==> src/rtl/typed_fifo_pkg.sv <==
// Shared types and sizing helpers for the typed tag FIFO and its users.
package typed_fifo_pkg;

    function automatic int unsigned cnt_w(input int unsigned depth);
        return $clog2(depth + 1);
    endfunction

    typedef logic         tag_default_t;
    typedef logic [1:0]   pay2_t;
    typedef logic [9:0]   pay10_t;
    typedef enum pay10_t {A, B, C, D} op_e;

endpackage

==> src/rtl/typed_fifo_ptr.sv <==
// Circular index register that advances on inc and wraps from DEPTH-1 to 0.
module typed_fifo_ptr #(
    parameter int unsigned DEPTH = 4
) (
    input  logic                       clk,
    input  logic                       rst_n,
    input  logic                       inc,
    output logic [$clog2(DEPTH)-1:0]   ptr
);

    localparam int unsigned PW = $clog2(DEPTH);

    logic [PW-1:0] ptr_q;
    logic [PW-1:0] ptr_d;

    // Explicit compare so non-power-of-two depths wrap correctly.
    always_comb begin
        ptr_d = ptr_q;
        if (inc) begin
            ptr_d = (ptr_q == PW'(DEPTH - 1)) ? '0 : ptr_q + PW'(1);
        end
    end

    always_ff @(posedge clk or negedge rst_n) begin
        if (!rst_n) begin
            ptr_q <= '0;
        end else begin
            ptr_q <= ptr_d;
        end
    end

    assign ptr = ptr_q;

endmodule

==> src/rtl/typed_tag_fifo.sv <==
// First-word-fall-through FIFO carrying a type-parameterised payload and tag,
// with occupancy, almost-full threshold and a sticky overflow flag.
module typed_tag_fifo
    import typed_fifo_pkg::*;
#(
    parameter type         T         = logic,
    parameter type         U         = tag_default_t,
    parameter int unsigned DEPTH     = 4,
    parameter int unsigned AFULL_LVL = DEPTH - 1
) (
    input  logic                       clk,
    input  logic                       rst_n,
    input  logic                       in_valid,
    output logic                       in_ready,
    input  T                           in_data,
    input  U                           in_tag,
    output logic                       out_valid,
    input  logic                       out_ready,
    output T                           out_data,
    output U                           out_tag,
    output logic [cnt_w(DEPTH)-1:0]    count,
    output logic                       almost_full,
    output logic                       overflow_err
);

    localparam int unsigned CW = cnt_w(DEPTH);
    localparam int unsigned PW = $clog2(DEPTH);

    T mem  [DEPTH];
    U tmem [DEPTH];

    logic [CW-1:0] count_q;
    logic [CW-1:0] count_d;
    logic          overflow_q;
    logic          overflow_d;
    logic [PW-1:0] rd_ptr;
    logic [PW-1:0] wr_ptr;
    logic          push;
    logic          pop;

    assign in_ready    = (count_q != CW'(DEPTH));
    assign out_valid   = (count_q != CW'(0));
    assign almost_full = (count_q >= CW'(AFULL_LVL));
    assign push        = in_valid && in_ready;
    assign pop         = out_valid && out_ready;

    typed_fifo_ptr #(.DEPTH(DEPTH)) u_rd_ptr (
        .clk   (clk),
        .rst_n (rst_n),
        .inc   (pop),
        .ptr   (rd_ptr)
    );

    typed_fifo_ptr #(.DEPTH(DEPTH)) u_wr_ptr (
        .clk   (clk),
        .rst_n (rst_n),
        .inc   (push),
        .ptr   (wr_ptr)
    );

    always_comb begin
        count_d    = count_q;
        overflow_d = overflow_q | (in_valid & ~in_ready);
        case ({push, pop})
            2'b10:   count_d = count_q + CW'(1);
            2'b01:   count_d = count_q - CW'(1);
            default: count_d = count_q;
        endcase
    end

    always_ff @(posedge clk or negedge rst_n) begin
        if (!rst_n) begin
            count_q    <= '0;
            overflow_q <= 1'b0;
        end else begin
            count_q    <= count_d;
            overflow_q <= overflow_d;
        end
    end

    // Storage is deliberately left unreset; visibility is governed by count.
    always_ff @(posedge clk) begin
        if (push && rst_n) begin
            mem[wr_ptr]  <= in_data;
            tmem[wr_ptr] <= in_tag;
        end
    end

    assign out_data     = out_valid ? mem[rd_ptr]  : T'(0);
    assign out_tag      = out_valid ? tmem[rd_ptr] : U'(0);
    assign count        = count_q;
    assign overflow_err = overflow_q;

endmodule

==> config.mk <==
export PLATFORM = sky130hd
export DESIGN_NAME = typed_tag_fifo
export DESIGN_NICKNAME = d
export VERILOG_FILES = /design/src/rtl/typed_fifo_pkg.sv /design/src/rtl/typed_fifo_ptr.sv /design/src/rtl/typed_tag_fifo.sv
export SDC_FILE = /design/constraint.sdc
export NUM_CORES = 1
export LEC_CHECK = 0
export ABC_AREA = 1
export CORE_ASPECT_RATIO = 0.9
export CORE_UTILIZATION = 45
export CTS_CLUSTER_DIAMETER = 50
export DETAILED_ROUTE_END_ITERATION = 8
export PLACE_DENSITY_LB_ADDON = 0.1
export SLEW_MARGIN = 20
export SYNTH_ARGS = -nofsm -noshare
export SYNTH_HDL_FRONTEND = slang
export SYNTH_HIERARCHICAL = 1
export SYNTH_SLANG_ARGS = --single-unit
==> constraint.sdc <==
create_clock -name clk -period 2.6 [get_ports clk]
set_input_delay 0.52 -clock clk [delete_from_list [all_inputs] [get_ports clk]]
set_output_delay 0.52 -clock clk [all_outputs]
set_load 0.05 [all_outputs]
==> impl_metrics.sql, run 1 <==
INSERT INTO impl_metrics (metric_group, metric, value, unit) VALUES
('worst_setup_path', 'cpPeakStageDelay', '0.81', 'ns'),
('route', 'vias_per_cell', '4.432', ''),
('power_and_ir_drop', 'power-per-cell-area', '1321', 'mW/mm^2'),
('synthesis', 'yosys.area.top_type_share', '0.2931', ''),
('worst_setup_path', 'cp_num_buf_inv', '2', ''),
('sta', 'slew_headroom', '0.6686', ''),
('placement', 'io_buffers', '14', ''),
('clock_network', 'numClockSinks', '16', ''),
('grt', 'grt_util_all_layers', '0.1629', ''),
('synthesis', 'post_synth_main_area_contributors', 'sky130_fd_sc_hd__edfxtp_1 29%, sky130_fd_sc_hd__dfrtp_1 24%, sky130_fd_sc_hd__nand2_1 14%', ''),
('power_and_ir_drop', 'power_leakage', '0.5063', 'nW'),
('grt', 'grt_first_pass_wirelength', '2118', 'um'),
('route', 'totalWireLength', '1349', 'um'),
('worst_setup_path', 'timing.critical_path.to_type', 'output port', ''),
('synthesis', 'syn-mean-instance-area', '8.537', 'sq um'),
('clock_network', 'cts-htree-levels', '1', ''),
('clock_network', 'clk_pin_slew_worst_paths', '0.10', 'ns'),
('route', 'top_layer', 'met4', ''),
('worst_setup_path', 'worst_ep_required_time', '2.08', 'ns'),
('sta', 'final_min_period_over_clock_period', '0.9487', ''),
('placement', 'hpwlAfterDp', '1057', 'um'),
('grt', 'grt_antenna_before_repair', '0', ''),
('layout', 'finalNetCount', '126', ''),
('worst_setup_path', 'start_kind', 'register', ''),
('layout', 'instances_no_fill', '139', ''),
('clock_network', 'clkLatencyLatePin', '0.29', 'ns'),
('grt', 'largest_net_degree_at_the_start_of_global_routing', '10', ''),
('sta', 'timing.clock.skew', '0.006783', 'ns'),
('synthesis', 'post_synth_inst_count', '96', ''),
('synthesis', 'yosys.area.top_type', 'sky130_fd_sc_hd__edfxtp_1', ''),
('floorplanning', 'die_height', '42.49', 'um'),
('synthesis', 'synthesis.yosys.warnings', '6', ''),
('route', 'drc_violation_count_after_routing', '0', ''),
('power_and_ir_drop', 'worst_ir_drop_on_vdd', '0.001028', 'V'),
('route', 'dr.first_iter.drc_count', '8', ''),
('worst_setup_path', 'slowest_stage', 'sky130_fd_sc_hd__clkdlybuf4s50_1', ''),
('route', 'final_antenna_net_count', '0', ''),
('clock_network', 'tritoncts.num_buffers', '3', ''),
('worst_setup_path', 'signal_arrival_time_at_the_worst_endpoint', '1.95', 'ns'),
('floorplanning', 'width_of_the_die', '46.99', 'um'),
('route', 'met2RoutedLength', '598', 'um'),
('sta', 'final.min_clock_period', '2.467', 'ns'),
('grt', 'grt_remaining_overflow', '0', ''),
('worst_setup_path', 'critical_path_peak_fanout', '8', ''),
('floorplanning', 'die-area', '0.001996', 'sq mm'),
('clock_network', 'cts_tree', 'yes', ''),
('outcome', 'status', 'completed', ''),
('layout', 'layout_cells_sized_above_1', '0.07826', ''),
('sta', 'hold_violations', '0', ''),
('sta', 'slew_viol_final', '0', ''),
('route', 'avgRoutedWirePerCell', '9.705', 'um'),
('sta', 'setup-violations-final', '0', ''),
('floorplanning', 'start_util', '0.4874', ''),
('route', 'num_vias', '616', ''),
('synthesis', 'count_of_state_elements_after_synthesis', '16', ''),
('flow_run', 'maxCapViolCount', '0', ''),
('route', 'met3RoutedLength', '48', 'um'),
('placement', 'place_congestion', '0.7842', ''),
('route', 'firstDrtPassIters', '4', ''),
('clock_network', 'cts_max_path_buffers', '2', ''),
('grt', 'grt_pass1_vias', '511', ''),
('sta', 'total_negative_slack_for_setup_checks', '0', 'ns'),
('synthesis', 'ys_types', '16', ''),
('sta', 'whs', '0.4896', 'ns'),
('floorplanning', 'core_area', '0.001682', 'sq mm'),
('placement', 'placed_cells_incl_taps', '135', ''),
('layout', 'antenna_cells_inserted', '0', ''),
('synthesis', 'synth-seq-area-share', '0.5374', ''),
('sta', 'max_slew.worst_pin.slew', '0.4956', 'ns'),
('floorplanning', 'ioPinCount', '15', ''),
('worst_setup_path', 'timing.critical_path.max_delay_family', 'buffers and inverters', ''),
('sta', 'achievable-frequency', '0.4054', 'GHz'),
('clock_network', 'ctsRootBufferMaster', 'sky130_fd_sc_hd__clkbuf_4', ''),
('clock_network', 'post-cts-setup-buffer-count', '0', ''),
('worst_setup_path', 'critical_path_class', 'reg2out', ''),
('layout', 'syn_to_final_growth', '25.50', '%'),
('synthesis', 'syn_nets', '106', ''),
('synthesis', 'post_syn_area', '819.5', 'sq um'),
('worst_hold_path', 'worst_min_delay_path_class', 'reg2reg', ''),
('floorplanning', 'placement_rows', '14', ''),
('route', 'wirelength_met1', '686', 'um'),
('worst_setup_path', 'worstPathCellList', 'inv_2, nand2_1, nand3_1, a21oi_1, clkdlybuf4s50_1', ''),
('sta', 'setup_repair_after_global_routing_missed_its_margin', 'false', '');
## worst paths after layout
check,startpoint,end,slack [ns],cells after the start
max,u_rd_ptr/ptr[0],out_data,0.13,5
min,overflow_err,overflow_err,0.49,1
max reg2reg,count[0],count[1],0.77,6
min reg2reg,overflow_err,overflow_err,0.49,1
max in group asynchronous,rst_n,u_wr_ptr/ptr[1],1.87,2
min in group asynchronous,rst_n,count[1],0.59,2
## final cells by class
class | count | area (sq um)
tap | 24 | 30.03
clock buffer | 3 | 22.52
inverter | 24 | 90.09
multi-input combinational | 56 | 294.0
clock inverter | 1 | 3.754
timing repair buffer | 15 | 147.6
sequential | 16 | 440.4
fill | 162 | 653.1
## power by group
group	switching [W]	leakage [nW]	internal [W]
logic	0.000519	0.324	0.000272
registers	0.0000876	0.167	0.000343
clock network	0.0000801	0.0154	0.0000558
total	0.000687	0.506	0.000671
## synthesized netlist by cell type
master / instances
sky130_fd_sc_hd__dfrtp_1: 8
sky130_fd_sc_hd__o21ai_0: 2
sky130_fd_sc_hd__edfxtp_1: 8
sky130_fd_sc_hd__ha_1: 3
sky130_fd_sc_hd__nand4_1: 1
sky130_fd_sc_hd__fa_1: 1
sky130_fd_sc_hd__nor3_1: 1
sky130_fd_sc_hd__nand2_1: 30
sky130_fd_sc_hd__o21bai_1: 1
sky130_fd_sc_hd__inv_1: 22
sky130_fd_sc_hd__nor2_1: 7
sky130_fd_sc_hd__a21oi_1: 2
sky130_fd_sc_hd__xnor2_1: 1
sky130_fd_sc_hd__nand3_1: 5
sky130_fd_sc_hd__inv_2: 2
sky130_fd_sc_hd__nand3_2: 2
## cells by family after synthesis
logic type	Yosys count	share of synthesized area
buffers and inverters	24	0.1099
adder cells (fa/ha/maj)	4	0.07023
XOR/XNOR	1	0.01069
AO/OA/AOI/OAI	5	0.03359
flip-flops	16	0.5374
AND/OR/NAND/NOR	46	0.2382
## layer usage
layer	up-vias	track usage
met3	2	0.05172
met5	-	0
met1	274	0.2185
met2	10	0.2139
li1	330	-
met4	0	0.1200
## placed cells by master (no fill, tap or decap), drive strengths merged
cell,count
nand2,30
inv,24
clkdlybuf4s50,14
dfrtp,8
edfxtp,8
nor2,7
nand3,7
ha,3
clkbuf,3
a21oi,2
o21ai,2
nor3,1
o21bai,1
nand4,1
xnor2,1
fa,1
clkinv,1
buf,1
## per-stage QoR
step	power, W	setup WS (ns)	util	instance area [sq um]
2_1_floorplan	0.0009910	0.1400	-	819.5
3_3_place_gp	0.001210	0.3627	0.5930	997.2
3_5_place_dp	0.001226	0.3433	0.5930	997.2
4_1_cts	0.001364	0.08760	0.6086	1023
5_1_grt	0.001456	0.02802	0.6116	1028
6_report	0.001358	0.1333	0.6116	1028
## flip-flops by register name, summed over array words and instances (netlist names)
name,count
tmem,4
mem,4
u_wr_ptr/ptr,2
u_rd_ptr/ptr,2
count,3
overflow_err,1
## timing repair
item / 4_1_cts / 5_1_grt
hold buffers: 0 / 0
endpoints found under the hold margin: 0 / 0
resized for setup: 0 / 1
setup endpoints to repair: 0 / 3
Power figures use the tool's default switching activity.
==> run 2, diff against run 1 <==
--- a/config.mk
+++ b/config.mk
@@ -8,7 +8,6 @@
 export ABC_AREA = 1
 export CORE_ASPECT_RATIO = 0.9
 export CORE_UTILIZATION = 45
-export CTS_CLUSTER_DIAMETER = 50
 export DETAILED_ROUTE_END_ITERATION = 8
 export PLACE_DENSITY_LB_ADDON = 0.1
 export SLEW_MARGIN = 20
==> results of run 2 <==
The final DEF is identical to that of run 1; final timing and power are the same.
